==> config.mk <==
export PLATFORM = sky130hd
export DESIGN_NAME = cache_arbiter
export DESIGN_NICKNAME = d
export VERILOG_FILES = /design/src/rtl/cache_arbiter.sv
export SDC_FILE = /design/constraint.sdc
export NUM_CORES = 1
export LEC_CHECK = 0
export ABC_AREA = 1
export CAP_MARGIN = 5
export CORE_AREA = 5 5 540 542
export CTS_CLUSTER_SIZE = 30
export DETAILED_ROUTE_END_ITERATION = 7
export DIE_AREA = 0 0 545 547
export GPL_TIMING_DRIVEN = 0
export PLACE_DENSITY_LB_ADDON = 0.05
export SYNTH_ARGS = -nofsm -noshare
export SYNTH_HDL_FRONTEND = slang
export SYNTH_SLANG_ARGS = --single-unit
export TNS_END_PERCENT = 5
==> constraint.sdc <==
create_clock -name clk -period 3.22 [get_ports clk]
set_clock_uncertainty 0.15 [all_clocks]
set_input_delay 0.805 -clock clk [delete_from_list [all_inputs] [get_ports clk]]
set_output_delay 0.805 -clock clk [all_outputs]
set_load 0.02 [all_outputs]
==> src/rtl/cache_arbiter.sv <==
// Two-to-one arbiter that shares one downstream memory port between the I-cache and the D-cache.
// Ties go to the side that was not granted last. Every transaction ends with one idle cycle.
module cache_arbiter (
  input  logic         clk,
  input  logic         rst,

  input  logic         i_pmem_read,
  input  logic [31:0]  i_pmem_addr,
  output logic [255:0] i_pmem_rdata,
  output logic         i_pmem_resp,

  input  logic         d_pmem_read,
  input  logic         d_pmem_write,
  input  logic [31:0]  d_pmem_addr,
  input  logic [255:0] d_pmem_wdata,
  output logic [255:0] d_pmem_rdata,
  output logic         d_pmem_resp,

  output logic         mem_read,
  output logic         mem_write,
  output logic [31:0]  mem_addr,
  output logic [255:0] mem_wdata,
  input  logic [255:0] mem_rdata,
  input  logic         mem_resp
);

  // Handshake: a requester raises read/write with stable address and data, and holds
  // them until its resp pulses for one cycle. The downstream side sees read/write
  // drop for at least one cycle between transactions, and answers with one mem_resp pulse.
  typedef enum logic [1:0] {
    IDLE    = 2'd0,
    SERVE_I = 2'd1,
    SERVE_D = 2'd2
  } state_t;

  state_t state;
  logic   last_grant;  // 0 = I-cache, 1 = D-cache
  logic   i_req;
  logic   d_req;

  assign i_req = i_pmem_read;
  assign d_req = d_pmem_read | d_pmem_write;

  always_ff @(posedge clk or posedge rst) begin
    if (rst) begin
      state      <= IDLE;
      last_grant <= 1'b0;
    end else begin
      case (state)
        IDLE: begin
          if (i_req && d_req) begin
            if (last_grant) begin
              state      <= SERVE_I;
              last_grant <= 1'b0;
            end else begin
              state      <= SERVE_D;
              last_grant <= 1'b1;
            end
          end else if (i_req) begin
            state      <= SERVE_I;
            last_grant <= 1'b0;
          end else if (d_req) begin
            state      <= SERVE_D;
            last_grant <= 1'b1;
          end
        end
        // A requester that drops its request early is abandoned.
        SERVE_I: if (mem_resp || !i_req) state <= IDLE;
        SERVE_D: if (mem_resp || !d_req) state <= IDLE;
        default: state <= IDLE;
      endcase
    end
  end

  // The data and response paths are pure muxes on the registered state, so mem_resp
  // reaches the served cache with no added latency.
  always_comb begin
    mem_read     = 1'b0;
    mem_write    = 1'b0;
    mem_addr     = 32'h0;
    mem_wdata    = 256'h0;
    i_pmem_rdata = 256'h0;
    i_pmem_resp  = 1'b0;
    d_pmem_rdata = 256'h0;
    d_pmem_resp  = 1'b0;
    if (!rst) begin
      case (state)
        SERVE_I: begin
          mem_read     = i_pmem_read;
          mem_addr     = i_pmem_addr;
          i_pmem_rdata = mem_rdata;
          i_pmem_resp  = mem_resp & i_req;
        end
        SERVE_D: begin
          mem_read     = d_pmem_read;
          mem_write    = d_pmem_write;
          mem_addr     = d_pmem_addr;
          mem_wdata    = d_pmem_wdata;
          d_pmem_rdata = mem_rdata;
          d_pmem_resp  = mem_resp & d_req;
        end
        default: ;
      endcase
    end
  end

endmodule

# [Word level (Yosys, flattened, before mapping)]
# Index checks and enable logic that the tools add are counted.
[word_totals] reg_bits=3 latch_bits=0 mem_bits_rw=0 mem_bits_ro=0 input_bits=582 out_inout_bits=804 word_cells=46 mem_count=0
[op_classes] addsub=0 n_mul=0 div=0 magnitude_cmp=0 n_eq_ne=5 shift=0 mux=27 bitwise_logic=3 reduce_logical=9
[ops] operator="2-to-1 mux 256 bit" count=6
[ops] operator="case mux 32 bit (2 select lines)" count=1
[ops] operator="2-to-1 mux 32 bit" count=1
[ops] operator="2-to-1 mux 2 bit" count=6
[ops] operator="2-to-1 mux 1 bit" count=11
[ops] operator="case mux 2 bit (3 select lines)" count=1
[ops] operator="inequality test 2 bit (second input constant)" count=2
[ops] operator="inequality test 4 bit (second input constant)" count=1
[ops] operator="AND reduction 3 bit" count=1
[ops] operator="nonzero test 3 bit" count=1
[ops] operator="bitwise AND 1 bit" count=2
[ops] operator="== test 2 x 1 -> 1 bit (second input constant)" count=1
[ops] operator="== test 2 bit (second input constant)" count=1
[ops] operator="zero test 1 bit" count=2
[ops] operator="zero test 2 bit" count=1
[ops] operator="logical OR 1 bit" count=2
[ops] operator="case mux 1 bit (2 select lines)" count=1
[ops] operator="AND reduction 2 bit" count=1
[ops] operator="logical AND 1 bit" count=1
[ops] operator="bitwise OR 1 bit" count=1

# [Longest topological paths before layout]
[depth] ltp_word=5 ltp_mapped=8 depth_no_buf=7

# [Least setup slack after synthesis]
# Ideal clock, no wire load.
[synth_path] path_kind="input to output" startpoint="input rst" endpoint="output d_pmem_resp" t_arrival_ns=1.836 required_ns=2.265 path_slack_ns=0.429 path_stages=3 path_buffers=2 path_cell_list="buf_2 buf_2 nor4_1"
[synth_between] elab_chain_len=1
[synth_rtl] item="start, declared" line="5" source="input logic rst,"
[synth_rtl] item="2-to-1 mux 1 bit" line="86" source="if (!rst) begin"
[synth_rtl] item="end, declared" line="17" source="output logic d_pmem_resp,"
# Every way passes these cells.

# [Final worst setup path]
[layout_path] startpoint="input rst" endpoint="output d_pmem_rdata[26]"
[layout_between] elab_chain_len=1
[layout_rtl] item="2-to-1 mux 256 bit" line="86"
[layout_rtl] item="end, declared" line="16" source="output logic [255:0] d_pmem_rdata,"
# Every way passes these cells.

==> impl_table.tex <==
\begin{tabular}{lr}
\hline
Metric & Value \\
\hline
\multicolumn{2}{l}{\textbf{Run status}} \\
\quad Status & finished, final reports clean \\
\multicolumn{2}{l}{\textbf{Clocking}} \\
\quad Register clock-pin slew on the reported worst setup and hold paths & 0.03 ns \\
\quad Sink Count & 3 \\
\quad CTS root buf & sky130\_fd\_sc\_hd\_\_clkbuf\_16 \\
\quad Clock tree from TritonCTS & built \\
\quad Number of buffers created by CTS & 3 \\
\quad Number of H-tree levels & 1 \\
\quad Cts hold-fix bufs & 0 \\
\quad Clk Latency, worst-skew pair & $\sim$0.23 ns \\
\quad Buffer depth of the longest clock path & 2 \\
\quad Number of post-CTS setup repair buffers & 0 \\
\multicolumn{2}{l}{\textbf{Finish}} \\
\quad \# nets final & 3519 \\
\quad Fraction of final layout cells with drive strength greater than 1 & 0.129 \\
\quad Layout area overhead & 299\% \\
\quad Design Area, Final & 24200 um\^{}2 \\
\quad Share of the core filled with cells in the final layout & 0.0846 \\
\quad Non-filler instance count after layout & 6726 \\
\multicolumn{2}{l}{\textbf{Global routing}} \\
\quad Global-route wire length before repair & between 150000 and 200000 um \\
\quad Overall overflow remaining after global route & 0 \\
\quad Number of antenna violations at the first check in global routing & 106 \\
\quad Total global routing track utilization & 0.102 \\
\quad Number of global-route vias before repair & between 15000 and 20000 \\
\quad Pin count of the biggest net entering global routing & 11 \\
\multicolumn{2}{l}{\textbf{Yosys}} \\
\quad Synthesized Nets & about 2100 \\
\quad Combined area of all synthesized cells & a little over 6000 um\^{}2 \\
\quad Count of synthesis-stage warnings from yosys & 0 \\
\quad Post-synthesis average cell area & 3.93 um\^{}2 \\
\quad Post-Synthesis Cells & 1545 \\
\quad Number of flip-flops and latches in the synthesized netlist & 3 \\
\quad Simple-gate share of the synthesized area & 0.689 \\
\quad Post-synthesis compound-gate area fraction & 0.0309 \\
\quad Fraction of synthesized area in multiplexers & 0 \\
\quad Dominant combinational cell family by area after synthesis & simple AND/OR/NAND/NOR gates \\
\quad Seq/Total Area, Yosys & 0.0124 \\
\quad Distinct cell type count after synthesis & 15 \\
\quad Post-Synth XOR/XNOR Area & 0 \\
\quad Adder and majority gate portion of the synthesized area & 0.00618 \\
\multicolumn{2}{l}{\textbf{Timing}} \\
\quad Minimum clock period & between 3 and 4 ns \\
\quad Highest attainable clock frequency & roughly 310 MHz \\
\quad Relative slew slack & 0.670 \\
\quad Share of the clock period used by the worst path after layout & 0.996 \\
\quad Final Hold Fails & 0 \\
\quad Final total negative setup slack & 0 ns \\
\quad Worst-margin pin slew & between 0.4 and 0.5 ns \\
\quad Minimum hold slack & 0.361 ns \\
\quad Smallest setup slack after layout & between 0.01 and 0.015 ns \\
\quad Final-report max-slew violation count & 0 \\
\quad Setup repair after global routing missed its margin & true \\
\quad Setup violations, final & 0 \\
\multicolumn{2}{l}{\textbf{Setup path}} \\
\quad Kind of start point of the critical path & input port \\
\quad Worst-path fanout max & 10 \\
\quad Kind of end point of the critical path & primary output \\
\quad Arrival time at the worst endpoint & around 2.3 ns \\
\quad Category of the most critical setup path & in -> out \\
\quad WP data required & around 2.3 ns \\
\multicolumn{2}{l}{\textbf{Floorplan}} \\
\quad Area enclosed by the die boundary & a little under 300000 um\^{}2 \\
\quad Std-Cell Core Area & approximately 290000 um\^{}2 \\
\quad Horizontal die dimension & between 500 and 600 um \\
\quad Number of placed I/O pins & approximately 1400 \\
\quad Die boundary height & 547 um \\
\quad Cell Rows & between 150 and 200 \\
\quad Starting density of the core & 0.0212 \\
\multicolumn{2}{l}{\textbf{Pwr}} \\
\quad Design internal power & approximately 2.9 mW \\
\quad Areal power density over the cells & around 340 nW/um\^{}2 \\
\quad Power share of the sequential group & 0.008 \\
\quad Tot Pwr & a little over 8 mW \\
\quad Leakage dissipation & roughly 13 nW \\
\quad Worst vdd rail ir drop & 128 uV \\
\quad Switch Pwr & between 5 and 6 mW \\
\quad Fraction of power spent switching nets & 0.650 \\
\quad Share of total power in the clock network & 0.024 \\
\quad Gate power share & 0.968 \\
\multicolumn{2}{l}{\textbf{Drt}} \\
\quad DRC violation count after routing & 0 \\
\quad Number of iterations in the first detailed-routing pass & 4 \\
\quad Overall via count from detail\_route & about 15000 \\
\quad Detailed-route vias per instance & $\sim$2.2 \\
\quad Residual antenna-violating net count after detailed routing & 0 \\
\quad Number of violations reported at the end of detailed-routing iteration 0 & 521 \\
\quad Final WL & 163000 um \\
\quad Average wire per cell in the routed design & between 20 and 25 um \\
\multicolumn{2}{l}{\textbf{Place}} \\
\quad Global placer's final weighted congestion & about 0.75 \\
\quad Setup Slack @ Placement & -1.73 ns \\
\quad Post-detail-place hpwl & 152000 um \\
\quad Number of input and output port buffers inserted & 1384 \\
\quad Placed cell areas & between 20000 and 25000 um\^{}2 \\
\quad \# placed instances & approximately 6700 \\
\multicolumn{2}{l}{\textbf{Hold path}} \\
\quad Class of the worst hold path & reg -> reg \\
\multicolumn{2}{l}{\textbf{Job}} \\
\quad Max-cap viol count & 0 \\
\hline
\end{tabular}
==> what timing repair did <==
| item | 4_1_cts | 5_1_grt |
|---|---|---|
| resized for setup | 1133 | 402 |
| cloned | 0 | 0 |
| endpoints found under the setup margin | 804 | 325 |
==> layout make-up <==
cell class                 count  area (um^2)
buffer                       124          987
multi-input combinational   1152         4660
tap                         3781         4730
sequential                     3         75.1
antenna                       12         30.0
timing repair buffer        1384        12700
clock buffer                   4         78.8
inverter                     266         1000
fill                       34054       262000
==> path summary, 6_finish.rpt <==
check	start	end	slack [ns]	cells past startpoint
min	state[0]	state[0]	0.36	2
max reg2reg	state[0]	state[1]	1.57	8
min in group asynchronous	rst	state[0]	0.40	2
max	rst	d_pmem_rdata[26]	0.01	7
max in group asynchronous	rst	last_grant	2.38	2
min reg2reg	state[0]	state[0]	0.36	2
==> kinds of logic after synthesis <==
group	after synthesis
simple gates	1112
buf+inv	390
compound gates	37
fa+ha+maj	3
flops	3
==> cells in the mapped netlist <==
| library cell | instances | area share |
|---|---|---|
| sky130_fd_sc_hd__buf_2 | 100 | 0.082 |
| sky130_fd_sc_hd__inv_1 | 265 | 0.16 |
| sky130_fd_sc_hd__dfrtp_1 | 3 | 0.012 |
| sky130_fd_sc_hd__nor3_1 | 1 | 0.00082 |
| sky130_fd_sc_hd__clkbuf_1 | 20 | 0.012 |
| sky130_fd_sc_hd__a211oi_1 | 1 | 0.0012 |
| sky130_fd_sc_hd__nor4_1 | 1 | 0.0010 |
| sky130_fd_sc_hd__a21oi_1 | 34 | 0.028 |
| sky130_fd_sc_hd__o21ai_0 | 2 | 0.0016 |
| sky130_fd_sc_hd__nor2_1 | 771 | 0.48 |
| sky130_fd_sc_hd__buf_1 | 4 | 0.0025 |
| sky130_fd_sc_hd__ha_1 | 3 | 0.0062 |
| sky130_fd_sc_hd__nand3_1 | 4 | 0.0033 |
| sky130_fd_sc_hd__nand2_1 | 335 | 0.21 |
| sky130_fd_sc_hd__inv_2 | 1 | 0.00062 |
==> layer usage <==
layer / routed length (um) / global-route usage / vias to the layer above
li1: - / - / 7098
met1: 59400 / 0.107 / 6769
met2: 81900 / 0.191 / 927
met3: 20000 / 0.0522 / 164
met4: 717 / 0.00454 / 124
met5: 755 / 0 / -
==> layout by cell type, fill, tap and decap left out, drive strengths merged <==
master,Yosys,routed
a211oi,1,1
clkdlybuf4s18,0,2
nor3,1,1
clkbuf,20,155
diode,0,12
dlymetal6s2s,0,69
a21oi,34,34
o21ai,2,2
buf,104,134
nor2,771,771
dfrtp,3,3
nor4,1,1
nand3,4,4
dlygate4sd2,0,479
clkdlybuf4s50,0,588
inv,266,266
ha,3,3
clkdlybuf4s15,0,85
nand2,335,335
==> registers in the layout (all words and copies together) (netlist names) <==
name and count:
last_grant 1, state 2
==> worst max-delay path, cell delays in order <==
cell and delay, ns:
sky130_fd_sc_hd__buf_6 0.16, sky130_fd_sc_hd__inv_6 0.14, sky130_fd_sc_hd__nand2_8 0.14, sky130_fd_sc_hd__buf_8 0.19
sky130_fd_sc_hd__clkbuf_4 0.20, sky130_fd_sc_hd__nor2_1 0.17, sky130_fd_sc_hd__clkdlybuf4s15_1 0.41
==> power groups by stage <==
stage	Combinational (mW)	Clock, mW	Sequential [mW]
6_report	7.93	0.198	0.0671
2_1_floorplan	3.40	0	0.0625
5_1_grt	8.65	0.205	0.0686
4_1_cts	8.44	0.202	0.0674
3_5_place_dp	8.75	0	0.0669
3_3_place_gp	8.85	0	0.0668
(Power assumes the default switching activity.)
